$ cat src/rtl/mem_access_ctrl_pkg.sv
// Shared types and constants for the memory access controller.
// Latency: n/a (definitions only).
// Backpressure: n/a.
//   Contents: bus widths, implemented depth, FSM state and owner encodings,
//   grant bit positions and the out-of-range address test.
package mem_access_ctrl_pkg;

    localparam int ADDR_W = 16;
    localparam int DATA_W = 16;
    localparam int DEPTH  = 8192;

    // Depth as an address-width constant so range compares stay width-matched.
    localparam logic [ADDR_W-1:0] DEPTH_LIM = ADDR_W'(DEPTH);

    typedef enum logic [2:0] {
        ST_IDLE = 3'd0,
        ST_RD   = 3'd1,
        ST_CAP  = 3'd2,
        ST_WR   = 3'd3,
        ST_DONE = 3'd4
    } state_t;

    typedef enum logic {
        OWNER_IF = 1'b0,
        OWNER_D  = 1'b1
    } owner_t;

    localparam int GNT_IF = 0;
    localparam int GNT_D  = 1;

    function automatic logic addr_fault(input logic [ADDR_W-1:0] addr);
        return addr >= DEPTH_LIM;
    endfunction

endpackage

$ cat src/rtl/mem_access_ctrl_if.sv
// Bundle of fetch port, load/store port and Memory-side signals.
// Latency: n/a (wiring only).
// Backpressure: requests are held by the requester until the matching done pulse.
//   slave  : controller view (takes requests and mem_rdata, drives done/rdata/fault and mem_*).
//   master : datapath + Memory view (the opposite directions).
interface mem_access_ctrl_if import mem_access_ctrl_pkg::*; ();

    logic              if_req;
    logic [ADDR_W-1:0] if_addr;
    logic              if_done;
    logic [DATA_W-1:0] if_rdata;
    logic              if_fault;

    logic              d_req;
    logic              d_we;
    logic [ADDR_W-1:0] d_addr;
    logic [DATA_W-1:0] d_wdata;
    logic              d_done;
    logic [DATA_W-1:0] d_rdata;
    logic              d_fault;

    logic              memR;
    logic              memW;
    logic [ADDR_W-1:0] mem_addr;
    logic [DATA_W-1:0] mem_wdata;
    logic [DATA_W-1:0] mem_rdata;

    // Arbiter preference: 1 = the next contended grant goes to fetch.
    logic              arb_flag;

    modport slave (
        input  if_req, if_addr, d_req, d_we, d_addr, d_wdata, mem_rdata,
        output if_done, if_rdata, if_fault, d_done, d_rdata, d_fault,
        output memR, memW, mem_addr, mem_wdata, arb_flag
    );

    modport master (
        output if_req, if_addr, d_req, d_we, d_addr, d_wdata, mem_rdata,
        input  if_done, if_rdata, if_fault, d_done, d_rdata, d_fault,
        input  memR, memW, mem_addr, mem_wdata, arb_flag
    );

endinterface

$ cat src/rtl/mem_access_ctrl_arbiter.sv
// Two-way request arbiter (fetch vs load/store) with alternating priority under contention.
// Latency: combinational grant; the priority flag updates at the edge after a contended grant.
// Backpressure: no grant while gnt_stb is low; the losing requester simply keeps its request up.
//   Ports: clk/rst, if_req, d_req, gnt_stb in; one-hot gnt[GNT_IF/GNT_D] and fetch_pri out.
module mem_req_arbiter import mem_access_ctrl_pkg::*; (
    input  logic       CLK,
    input  logic       Reset,
    input  logic       if_req,
    input  logic       d_req,
    input  logic       gnt_stb,
    output logic [1:0] gnt,
    output logic       fetch_pri
);

    logic contend;

    assign contend = if_req & d_req;

    always_comb begin
        gnt = 2'b00;
        if (gnt_stb) begin
            if (contend) begin
                if (fetch_pri) gnt[GNT_IF] = 1'b1;
                else           gnt[GNT_D]  = 1'b1;
            end else begin
                gnt[GNT_IF] = if_req;
                gnt[GNT_D]  = d_req;
            end
        end
    end

    // Only contended grants move the preference; lone requests leave it alone.
    always_ff @(posedge CLK) begin
        if (Reset)                   fetch_pri <= 1'b0;
        else if (gnt_stb && contend) fetch_pri <= ~fetch_pri;
    end

endmodule

$ cat src/rtl/mem_access_ctrl.sv
// Sequencer between the fetch / load-store ports and a single-port 8192x16 Memory.
// Latency: load/fetch done 3 cycles after the IDLE grant, store 2, out-of-range fault 1.
// Backpressure: one transaction at a time; losers keep req high until granted.
//   Ports: CLK, Reset (sync, active high), bus (slave modport: both request ports + mem_*).
//   memR/memW are pulsed for exactly one cycle; read data is captured one cycle after memR.
module mem_access_ctrl import mem_access_ctrl_pkg::*; (
    input  logic            CLK,
    input  logic            Reset,
    mem_access_ctrl_if.slave bus
);

    state_t            state;
    state_t            state_nxt;
    owner_t            owner;
    logic              fault_q;
    logic [ADDR_W-1:0] addr_q;
    logic [DATA_W-1:0] wdata_q;
    logic [DATA_W-1:0] if_rdata_q;
    logic [DATA_W-1:0] d_rdata_q;

    logic [1:0]        gnt;
    logic              gnt_stb;
    logic              gnt_any;
    logic              gnt_d;
    logic              fetch_pri;
    logic [ADDR_W-1:0] req_addr;
    logic              req_we;
    logic              req_fault;

    // Grants are only taken in IDLE, so DONE never overlaps a new grant.
    assign gnt_stb = (state == ST_IDLE);

    mem_req_arbiter u_arb (
        .CLK       (CLK),
        .Reset     (Reset),
        .if_req    (bus.if_req),
        .d_req     (bus.d_req),
        .gnt_stb   (gnt_stb),
        .gnt       (gnt),
        .fetch_pri (fetch_pri)
    );

    assign gnt_any   = |gnt;
    assign gnt_d     = gnt[GNT_D];
    assign req_addr  = gnt_d ? bus.d_addr : bus.if_addr;
    assign req_we    = gnt_d & bus.d_we;
    assign req_fault = addr_fault(req_addr);

    // State register
    always_ff @(posedge CLK) begin
        if (Reset) state <= ST_IDLE;
        else       state <= state_nxt;
    end

    // Next state
    always_comb begin
        state_nxt = state;
        case (state)
            ST_IDLE: begin
                if (gnt_any) begin
                    if (req_fault)   state_nxt = ST_DONE;
                    else if (req_we) state_nxt = ST_WR;
                    else             state_nxt = ST_RD;
                end
            end
            ST_RD:   state_nxt = ST_CAP;
            ST_CAP:  state_nxt = ST_DONE;
            ST_WR:   state_nxt = ST_DONE;
            ST_DONE: state_nxt = ST_IDLE;
            default: state_nxt = ST_IDLE;
        endcase
    end

    // Outputs decoded from state only, so memR and memW can never overlap.
    always_comb begin
        bus.memR    = 1'b0;
        bus.memW    = 1'b0;
        bus.if_done = 1'b0;
        bus.d_done  = 1'b0;
        case (state)
            ST_RD:   bus.memR = 1'b1;
            ST_WR:   bus.memW = 1'b1;
            ST_DONE: begin
                bus.if_done = (owner == OWNER_IF);
                bus.d_done  = (owner == OWNER_D);
            end
            default: ;
        endcase
    end

    // Request latches and read-data capture. The address is latched even on a
    // fault; it is harmless because no strobe is ever raised for a fault.
    always_ff @(posedge CLK) begin
        if (Reset) begin
            owner      <= OWNER_D;
            fault_q    <= 1'b0;
            addr_q     <= '0;
            wdata_q    <= '0;
            if_rdata_q <= '0;
            d_rdata_q  <= '0;
        end else begin
            if (gnt_any) begin
                owner   <= gnt_d ? OWNER_D : OWNER_IF;
                fault_q <= req_fault;
                addr_q  <= req_addr;
                if (gnt_d) wdata_q <= bus.d_wdata;
            end
            if (state == ST_CAP) begin
                if (owner == OWNER_IF) if_rdata_q <= bus.mem_rdata;
                else                   d_rdata_q  <= bus.mem_rdata;
            end
        end
    end

    assign bus.mem_addr  = addr_q;
    assign bus.mem_wdata = wdata_q;
    assign bus.if_rdata  = if_rdata_q;
    assign bus.d_rdata   = d_rdata_q;
    assign bus.if_fault  = bus.if_done & fault_q;
    assign bus.d_fault   = bus.d_done & fault_q;
    assign bus.arb_flag  = fetch_pri;

endmodule

$ cat src/flat_wrapper.sv
// flat-port wrapper written by rule: the top's interface ports become plain ports
module mem_access_ctrl_flat import mem_access_ctrl_pkg::*;
  (CLK, Reset, bus_if_req, bus_if_addr, bus_d_req, bus_d_we, bus_d_addr, bus_d_wdata, bus_mem_rdata, bus_if_done, bus_if_rdata, bus_if_fault, bus_d_done, bus_d_rdata, bus_d_fault, bus_memR, bus_memW, bus_mem_addr, bus_mem_wdata, bus_arb_flag);
  mem_access_ctrl_if bus_i ();
  input  logic CLK;
  input  logic Reset;
  input wire logic [$bits(bus_i.if_req)-1:0] bus_if_req;
  input wire logic [$bits(bus_i.if_addr)-1:0] bus_if_addr;
  input wire logic [$bits(bus_i.d_req)-1:0] bus_d_req;
  input wire logic [$bits(bus_i.d_we)-1:0] bus_d_we;
  input wire logic [$bits(bus_i.d_addr)-1:0] bus_d_addr;
  input wire logic [$bits(bus_i.d_wdata)-1:0] bus_d_wdata;
  input wire logic [$bits(bus_i.mem_rdata)-1:0] bus_mem_rdata;
  output wire logic [$bits(bus_i.if_done)-1:0] bus_if_done;
  output wire logic [$bits(bus_i.if_rdata)-1:0] bus_if_rdata;
  output wire logic [$bits(bus_i.if_fault)-1:0] bus_if_fault;
  output wire logic [$bits(bus_i.d_done)-1:0] bus_d_done;
  output wire logic [$bits(bus_i.d_rdata)-1:0] bus_d_rdata;
  output wire logic [$bits(bus_i.d_fault)-1:0] bus_d_fault;
  output wire logic [$bits(bus_i.memR)-1:0] bus_memR;
  output wire logic [$bits(bus_i.memW)-1:0] bus_memW;
  output wire logic [$bits(bus_i.mem_addr)-1:0] bus_mem_addr;
  output wire logic [$bits(bus_i.mem_wdata)-1:0] bus_mem_wdata;
  output wire logic [$bits(bus_i.arb_flag)-1:0] bus_arb_flag;
  assign bus_i.if_req = bus_if_req;
  assign bus_i.if_addr = bus_if_addr;
  assign bus_i.d_req = bus_d_req;
  assign bus_i.d_we = bus_d_we;
  assign bus_i.d_addr = bus_d_addr;
  assign bus_i.d_wdata = bus_d_wdata;
  assign bus_i.mem_rdata = bus_mem_rdata;
  assign bus_if_done = bus_i.if_done;
  assign bus_if_rdata = bus_i.if_rdata;
  assign bus_if_fault = bus_i.if_fault;
  assign bus_d_done = bus_i.d_done;
  assign bus_d_rdata = bus_i.d_rdata;
  assign bus_d_fault = bus_i.d_fault;
  assign bus_memR = bus_i.memR;
  assign bus_memW = bus_i.memW;
  assign bus_mem_addr = bus_i.mem_addr;
  assign bus_mem_wdata = bus_i.mem_wdata;
  assign bus_arb_flag = bus_i.arb_flag;
  mem_access_ctrl u_core (.CLK(CLK), .Reset(Reset), .bus(bus_i));
endmodule
$ cat config.mk
export PLATFORM = sky130hd
export DESIGN_NAME = mem_access_ctrl_flat
export DESIGN_NICKNAME = d
export VERILOG_FILES = /design/src/rtl/mem_access_ctrl_pkg.sv /design/src/rtl/mem_access_ctrl_if.sv /design/src/rtl/mem_access_ctrl_arbiter.sv /design/src/rtl/mem_access_ctrl.sv /design/src/flat_wrapper.sv
export SDC_FILE = /design/constraint.sdc
export NUM_CORES = 1
export LEC_CHECK = 0
export CAP_MARGIN = 25
export CORE_UTILIZATION = 40
export DETAILED_ROUTE_END_ITERATION = 10
export GPL_TIMING_DRIVEN = 1
export PLACE_DENSITY = 0.87
export SLEW_MARGIN = 20
export SYNTH_ARGS = -nofsm -noshare
export SYNTH_HDL_FRONTEND = slang
export SYNTH_SLANG_ARGS = --single-unit
$ cat constraint.sdc
create_clock -name CLK -period 2.3 [get_ports CLK]
set_input_delay 0.23 -clock CLK [delete_from_list [all_inputs] [get_ports CLK]]
set_output_delay 0.23 -clock CLK [all_outputs]
set_load 0.03 [all_outputs]
==> results of run 1 <==
==> worst paths after layout <==
check	startpoint	to	slack, ps
worst max-delay path	u_core.state[1]	bus_if_done	180
worst min-delay path	Reset	u_core.u_arb.fetch_pri	360
worst max register to register	u_core.state[1]	u_core.bus.if_rdata[15]	550
worst min register to register	u_core.bus.d_rdata[15]	u_core.bus.d_rdata[15]	460
==> power groups by stage <==
stage / combinational, mW / sequential, mW / clock, mW
floorplan: 0.231 / 1.47 / 0
global placement: 0.648 / 1.35 / 0
detailed placement: 0.659 / 1.36 / 0
CTS: 0.662 / 1.33 / 1.23
global route: 0.705 / 1.34 / 1.29
finish: 0.662 / 1.33 / 1.21
==> synth_stat cells (all sizes together), types with 3 or more instances <==
master  instances  area (um2)
and2            3        18.8
buf            13        77.6
a21oi          66         330
inv             3        11.3
nand3          32         160
a311oi         16         140
nand2          66         248
o21ai          34         170
nor2            4        15.0
dfxtp          70        1400
clkbuf         23        88.8
nor3            3        20.0
==> cell type report <==
cell class	count	area [um2]
Fill cell	563	2280
Sequential cell	70	1400
Multi-Input combinational cell	245	1300
Tap cell	96	120
Clock buffer	10	138
Clock inverter	6	109
Timing Repair Buffer	154	1500
Inverter	3	11.3
==> per-layer routing <==
| metal | global-route usage | routed length, um | vias to the layer above |
|---|---|---|---|
| met5 | 0 | 0 | - |
| met4 | 0.0848 | 123 | 0 |
| met3 | 0.0800 | 810 | 12 |
| met2 | 0.384 | 4280 | 154 |
| met1 | 0.285 | 3640 | 1457 |
| li1 | - | - | 1507 |
==> state kept, by name, summed over array words and instances (netlist names) <==
name and flops:
u_core.state 3, u_core.bus.d_rdata 16, u_core.u_arb.fetch_pri 1, u_core.owner 1, u_core.bus.mem_addr 16, u_core.fault_q 1
u_core.bus.mem_wdata 16, u_core.bus.if_rdata 16
==> critical path: cells and delay by family, from the launching register on <==
family	cells	cell delay [ps]
flops	1	420
simple gates	3	420
buf+inv	1	720
==> logic make-up after synthesis <==
| logic type | count (synthesis) | synth area share |
|---|---|---|
| flops | 70 | 0.488 |
| compound gates | 122 | 0.242 |
| buf+inv | 39 | 0.0618 |
| simple gates | 123 | 0.209 |
==> placed cells by master, fill, tap and decap left out, types with 2 or more instances in the layout <==
master / Yosys / final
nor3_1: 2 / 2
bufinv_16: 0 / 3
o32ai_1: 2 / 2
dfxtp_2: 0 / 2
clkdlybuf4s50_1: 0 / 136
a2111oi_0: 2 / 2
dlymetal6s2s_1: 0 / 2
nor2_1: 4 / 4
nand2b_1: 2 / 2
nand2_1: 66 / 66
a311oi_1: 16 / 16
dfxtp_1: 70 / 68
inv_1: 3 / 3
a21oi_1: 66 / 66
o21ai_0: 33 / 33
clkinv_2: 0 / 2
nand3_1: 32 / 32
and2_1: 3 / 3
buf_4: 0 / 15
and3_1: 2 / 2
clkbuf_8: 0 / 10
==> results.toml, run 1 <==
[clocking]
htree_levels = 3
cts.clk_slew.worst_paths_ps = 70
cts_sinks = 70
cts_tree = "yes"
post_cts_buffers = 0
cts_root_buf = "clkbuf_8"
insertion_delay_ps = 340
cts_buffers = 9
hold_buffers = 0
cts_resized = 0
clk_path_buf_depth = 2

[finish]
final_nets = 552
fin_cells = 584
antenna_cells = 0
final_core_util = 0.668
area_growth_pct = 59.6
stdcell_area_um2 = 4590
drive_above_1_share = 0.0840

[routing]
viasPerCell = 5.36
first_iter_violations = 194
vias = 3130
drc_errors = 0
drt-wirelength-per-cell_um = 15.1
final_antenna_net_count = 0
first_pass_iters = 6
wl_mm = 8.85

[pwr]
ir_worst_vdd_mv = 0.406
switching_share = 0.268
power_frac_clock = 0.377
leakage_nw = 1.61
p_per_area_nw_per_um2 = 698
intPower_mw = 2.34
power_mw = 3.20
seq_power_share = 0.416
p_switching_uw = 858
combPwrFrac = 0.207

[die]
io_pins = 140
die_area_um2 = 7530
die_y_um = 86.8
core_um2 = 6870
initial_core_util = 0.418
rows = 30
dieWidth_um = 86.8

[worst_setup_path]
slowest_delay_ps = 720
ff2ff_path_depth = 3
crit_arrival_ps = 1890
end_kind = "output port"
worstPathRequired_ps = 2070
worstSetupStartpointType = "flip-flop"
path_max_fanout = 11
critical-path-slowest-cell = "clkdlybuf4s50_1"
path_cells = "nor2_1 > nand2_1 > nor2_1 > clkdlybuf4s50_1"
critPathMostFrequentCell = "nor2_1"
critPathKind = "flip-flop to output port"

[placed_design]
placed_cell_area_um2 = 4330
pre_cts_slack_ps = 309
io_buffers = 139
place.gp.congestion = 0.792
dp.final_hpwl_mm = 6.22
dp_cells = 568

[logic_synthesis]
yosysSeqAreaShare = 0.488
synthArstFlopShare = 0
syn_inst = 354
synth_flop_cell = "dfxtp_1"
syn_area_per_cell_um2 = 8.12
synth_nets = 423
synth_edf_count = 0
ys_ff_latch = 70
yosys_warnings = 0
synthDistinctLibCells = 33
syn_area_um2 = 2870

[timing]
finClkSkew_ps = 8.78
fin_setup_tns_ps = 0
fmax_mhz = 472
slew_violations = 0
setup-violations-final = 0
worst_slack_ps = 181
min_period_ps = 2120
finalCritPeriodShare = 0.921
timing.slew.headroom = 0.499
fin_hold_ws_ps = 360
finalHoldViolations = 0
rsz0062_at_grt = "no"
worstMarginPinSlew_ps = 747

[global_route]
grt_overflow = 0
antenna_found_initial = 0
grt_max_degree = 33
grtUsageTotal = 0.234
grt_pass1_wl_mm = 13.7
grt_pass1_vias = 2968

[hold_path]
hold_class = "primary input to flip-flop"
min_path_cells = 2

[job]
maxCapViolations = 0

[status]
status = "complete, no violations"
Power figures use the tool's default switching activity.
==> run 2, diff against run 1 <==
CELL_PAD_IN_SITES_DETAIL_PLACEMENT = 0   (was default)
CELL_PAD_IN_SITES_GLOBAL_PLACEMENT = 1   (was default)
CORE_UTILIZATION = 28   (was 40)
PLACE_DENSITY = 0.85   (was 0.87)
==> run 2 against run 1 <==
Global-route usage decreased by 6.0 points. Maximum frequency decreased by 1.0%. Clock power decreased by 9.9%. Power decreased by 4.1%. Cell area decreased by 0.38%. Critical endpoint is now bus_memR. Highest routed layer unchanged.
==> results.toml, run 2 (synthesized netlist as in run 1, its figures left out) <==
[status]
status = "complete, no violations"

[placed_design]
place.gp.congestion = 0.746
dp_cells = 601
dp.final_hpwl_mm = 6.47
io_buffers = 139

[clocking]
cts_sinks = 70
hold_buffers = 0
cts_tree = "yes"
cts_root_buf = "clkbuf_8"
cts_buffers = 9
clk_path_buf_depth = 2
insertion_delay_ps = 330
post_cts_buffers = 0
htree_levels = 3
cts.clk_slew.worst_paths_ps = 80

[hold_path]
hold_class = "primary input to flip-flop"

[pwr]
p_switching_uw = 847
intPower_mw = 2.22
p_per_area_nw_per_um2 = 672
combPwrFrac = 0.212
power_frac_clock = 0.354
switching_share = 0.276
seq_power_share = 0.434
leakage_nw = 1.58
ir_worst_vdd_mv = 0.287

[global_route]
top_usage_layer = "met2"
grtUsageTotal = 0.174
gr-usage-met2 = 0.281
grt_max_degree = 36
antenna_found_initial = 0
grt_pass1_wl_mm = 14.3
grt_pass1_vias = 2864
grt_overflow = 0
use_met1 = 0.229
use_met3 = 0.0323

[timing]
worstMarginPinSlew_ps = 745
finalCritPeriodShare = 0.930
fin_setup_tns_ps = 0
rsz0062_at_grt = "no"
slew_violations = 0
finalHoldViolations = 0
finClkSkew_ps = 10.4
fmax_mhz = 467
timing.slew.headroom = 0.490
min_period_ps = 2140
setup-violations-final = 0

[routing]
final_antenna_net_count = 0
viasPerCell = 4.94
drc_errors = 0
vias = 3047
first_iter_violations = 162
drt-wirelength-per-cell_um = 15.1
first_pass_iters = 4
wl_mm = 9.31

[worst_setup_path]
worstPathRequired_ps = 2070
crit_arrival_ps = 1910
worstSetupStartpointType = "flip-flop"
end_kind = "output port"
critPathKind = "flip-flop to output port"
path_max_fanout = 10

[finish]
final_core_util = 0.463
final_common_cell = "clkdlybuf4s50_1"
final_nets = 548
fin_cells = 617
antenna_cells = 0
area_growth_pct = 59.0
drive_above_1_share = 0.0682
mostFrequentLayoutCells = "clkdlybuf4s50_1 (136), dfxtp_1 (70), nand2_1 (66), a21oi_1 (66), o21ai_0 (33)"

[die]
io_pins = 140
dieWidth_um = 103
die_y_um = 103
initial_core_util = 0.291
rows = 36
die_area_um2 = 10700
core_um2 = 9860

[job]
maxCapViolations = 0
run 2: timing repair:
action,4_1_cts,5_1_grt
hold endpoints to repair,0,0
endpoints found under the setup margin,0,2
resized for setup,0,2
run 2: through the flow:
step	cell area [um2]	hold WS [ps]	power (mW)	worst slack [ps]
2_1_floorplan	2870	366	1.70	626
3_3_place_gp	4350	442	2.00	330
3_5_place_dp	4350	446	2.01	296
4_1_cts	4560	366	3.10	53.0
5_1_grt	4570	382	3.21	41.2
6_report	4570	374	3.07	160
run 2: worst paths after layout:
check | start | end | slack (ps) | depth (start not counted)
hold / removal | Reset | u_core.bus.d_rdata[11] | 370 | 2
setup reg to reg | u_core.state[0] | u_core.bus.mem_addr[6] | 540 | 4
hold reg to reg | u_core.bus.if_rdata[10] | u_core.bus.if_rdata[10] | 460 | 2
setup / recovery | u_core.state[0] | bus_memR | 160 | 3
run 2: layer usage:
metal / share of wire / vias up
met3: 0.048 / 17
met1: 0.44 / 1435
met5: 0 / -
met4: 0.023 / 0
li1: - / 1498
met2: 0.49 / 97
run 2: power by group through the flow:
| stage | clock network [mW] | registers, mW | logic, mW |
|---|---|---|---|
| after floorplan | 0 | 1.47 | 0.231 |
| after global placement | 0 | 1.36 | 0.645 |
| after detailed placement | 0 | 1.36 | 0.652 |
| after CTS | 1.12 | 1.33 | 0.654 |
| after global routing | 1.18 | 1.34 | 0.697 |
| final | 1.09 | 1.33 | 0.652 |
run 2: final cells by class:
| class | instances | area [um2] |
|---|---|---|
| Sequential cell | 70 | 1400 |
| Inverter | 3 | 11.3 |
| Fill cell | 980 | 5300 |
| Tap cell | 133 | 166 |
| Clock inverter | 4 | 70.1 |
| Clock buffer | 12 | 145 |
| Timing Repair Buffer | 150 | 1470 |
| Multi-Input combinational cell | 245 | 1300 |
run 2: worst max-delay path, cell delays in order (launching register included):
cell	delay, ps
dfxtp_1	560
inv_1	100
nor3_1	210
clkdlybuf4s50_1	710
==> run 3, diff against run 2 <==
MAX_ROUTING_LAYER = met4   (was default)
==> run 3 against run 2 <==
First-iteration DRC count grew 13%. Power up 0.15%. Sequential power about the same. Clock power is essentially flat. Routed wire length rose by 0.17%. Critical path depth did not move. Flip-flop and latch count unchanged. Via count shrank 0.30%. Maximum frequency fell by 0.12%.
==> results.toml, run 3 (synthesized netlist as in run 1, its figures left out) <==
[clocking]
htree_levels = 3
cts_sinks = 70
cts_tree = "yes"
cts_root_buf = "clkbuf_8"
insertion_delay_ps = 340
hold_buffers = 0
cts_buffers = 9
clk_path_buf_depth = 2
cts.clk_slew.worst_paths_ps = 80

[status]
status = "complete, no violations"

[die]
initial_core_util = 0.291
core_um2 = 9860
rows = 36
die_y_um = 103
die_area_um2 = 10700
dieWidth_um = 103
io_pins = 140

[global_route]
grt_pass1_wl_mm = 14.4
grt_pass1_vias = 2874
grt_overflow = 0
antenna_found_initial = 0
grt_max_degree = 36
grtUsageTotal = 0.180

[placed_design]
place.gp.congestion = 0.755
placed_cell_area_um2 = 4350
pre_cts_slack_ps = 296
dp.final_hpwl_mm = 6.47
io_buffers = 139

[timing]
finalCritPeriodShare = 0.932
setup-violations-final = 0
worstMarginPinSlew_ps = 767
finalHoldViolations = 0
worst_slack_ps = 157
fin_hold_ws_ps = 367
slew_violations = 0
fmax_mhz = 467
finClkSkew_ps = 10.6
fin_setup_tns_ps = 0
rsz0062_at_grt = "no"
min_period_ps = 2140
timing.slew.headroom = 0.476

[routing]
final_antenna_net_count = 0
first_iter_violations = 183
wl_mm = 9.32
first_pass_iters = 7
drt-wirelength-per-cell_um = 15.1
viasPerCell = 4.92
drc_errors = 0
vias = 3038

[job]
maxCapViolations = 0

[finish]
drive_above_1_share = 0.0682
multi_input_comb_area_um2 = 1300
stdcell_area_um2 = 4570
final_common_cell = "clkdlybuf4s50_1"
fillCellCount = 980
regArea_um2 = 1400
final_nets = 548
area_growth_pct = 59.0
antenna_cells = 0
mostFrequentLayoutCells = "clkdlybuf4s50_1 (136), dfxtp_1 (70), nand2_1 (66), a21oi_1 (66), o21ai_0 (33)"

[worst_setup_path]
critPathTopFamily = "buffers and inverters"
path_cells = "inv_1 > nor3_1 > clkdlybuf4s50_1"
worstSetupStartpointType = "flip-flop"
worstPathRequired_ps = 2070
critical-path-slowest-cell = "clkdlybuf4s50_1"
critPathBufInv = 2
slowest_delay_ps = 710
critPathKind = "flip-flop to output port"
crit_arrival_ps = 1910
path_max_fanout = 10
end_kind = "output port"

[pwr]
ir_worst_vdd_mv = 0.287
p_per_area_nw_per_um2 = 673
leakage_nw = 1.58

[hold_path]
hold_class = "primary input to flip-flop"
==> run 3: area by class of cell <==
class	instances	share of cell area
Clock inverter	4	0.0153
Sequential cell	70	0.307
Tap cell	133	0.0364
Inverter	3	0.00246
Timing Repair Buffer	150	0.323
Multi-Input combinational cell	245	0.285
Clock buffer	12	0.0318
==> run 3: worst register-to-register path, cell delays in order, from the launching register on <==
cell     delay, ps
dfxtp_1        430
or4b_1         550
buf_4          240
or3_1          330
a21oi_1        130
==> run 3: layer usage <==
| metal | global-route usage | part of all wire | vias up |
|---|---|---|---|
| li1 | - | - | 1499 |
| met1 | 0.236 | 0.44 | 1441 |
| met3 | 0.0255 | 0.042 | 12 |
| met5 | - | 0 | - |
| met4 | 0.0737 | 0.013 | 0 |
| met2 | 0.281 | 0.50 | 86 |
==> run 3: final timing paths <==
| path | from | end | slack (ps) | cells past startpoint |
|---|---|---|---|---|
| min reg2reg | u_core.bus.if_rdata[10] | u_core.bus.if_rdata[10] | 460 | 2 |
| max reg2reg | u_core.state[0] | u_core.u_arb.fetch_pri | 550 | 4 |
| min | Reset | u_core.bus.d_rdata[11] | 370 | 2 |
| max | u_core.state[0] | bus_memR | 160 | 3 |
==> run 3: timing repair <==
item,4_1_cts,5_1_grt
endpoints found under the setup margin,0,2
hold endpoints to repair,0,0
gates resized for setup,0,2
setup buffers,0,0
==> run 3: through the flow <==
stage	total power, mW	instances	utilization
6_report	3.07	617	0.463
2_1_floorplan	1.70	354	-
3_5_place_dp	2.01	601	0.441
4_1_cts	3.10	617	0.463
3_3_place_gp	2.00	601	0.441
5_1_grt	3.22	617	0.463
==> run 3: report_power, final <==
| part | total (mW) | switching, mW | internal [mW] |
|---|---|---|---|
| sequential | 1.33 | 0.0497 | 1.28 |
| clock | 1.09 | 0.454 | 0.638 |
| combinational | 0.651 | 0.348 | 0.302 |
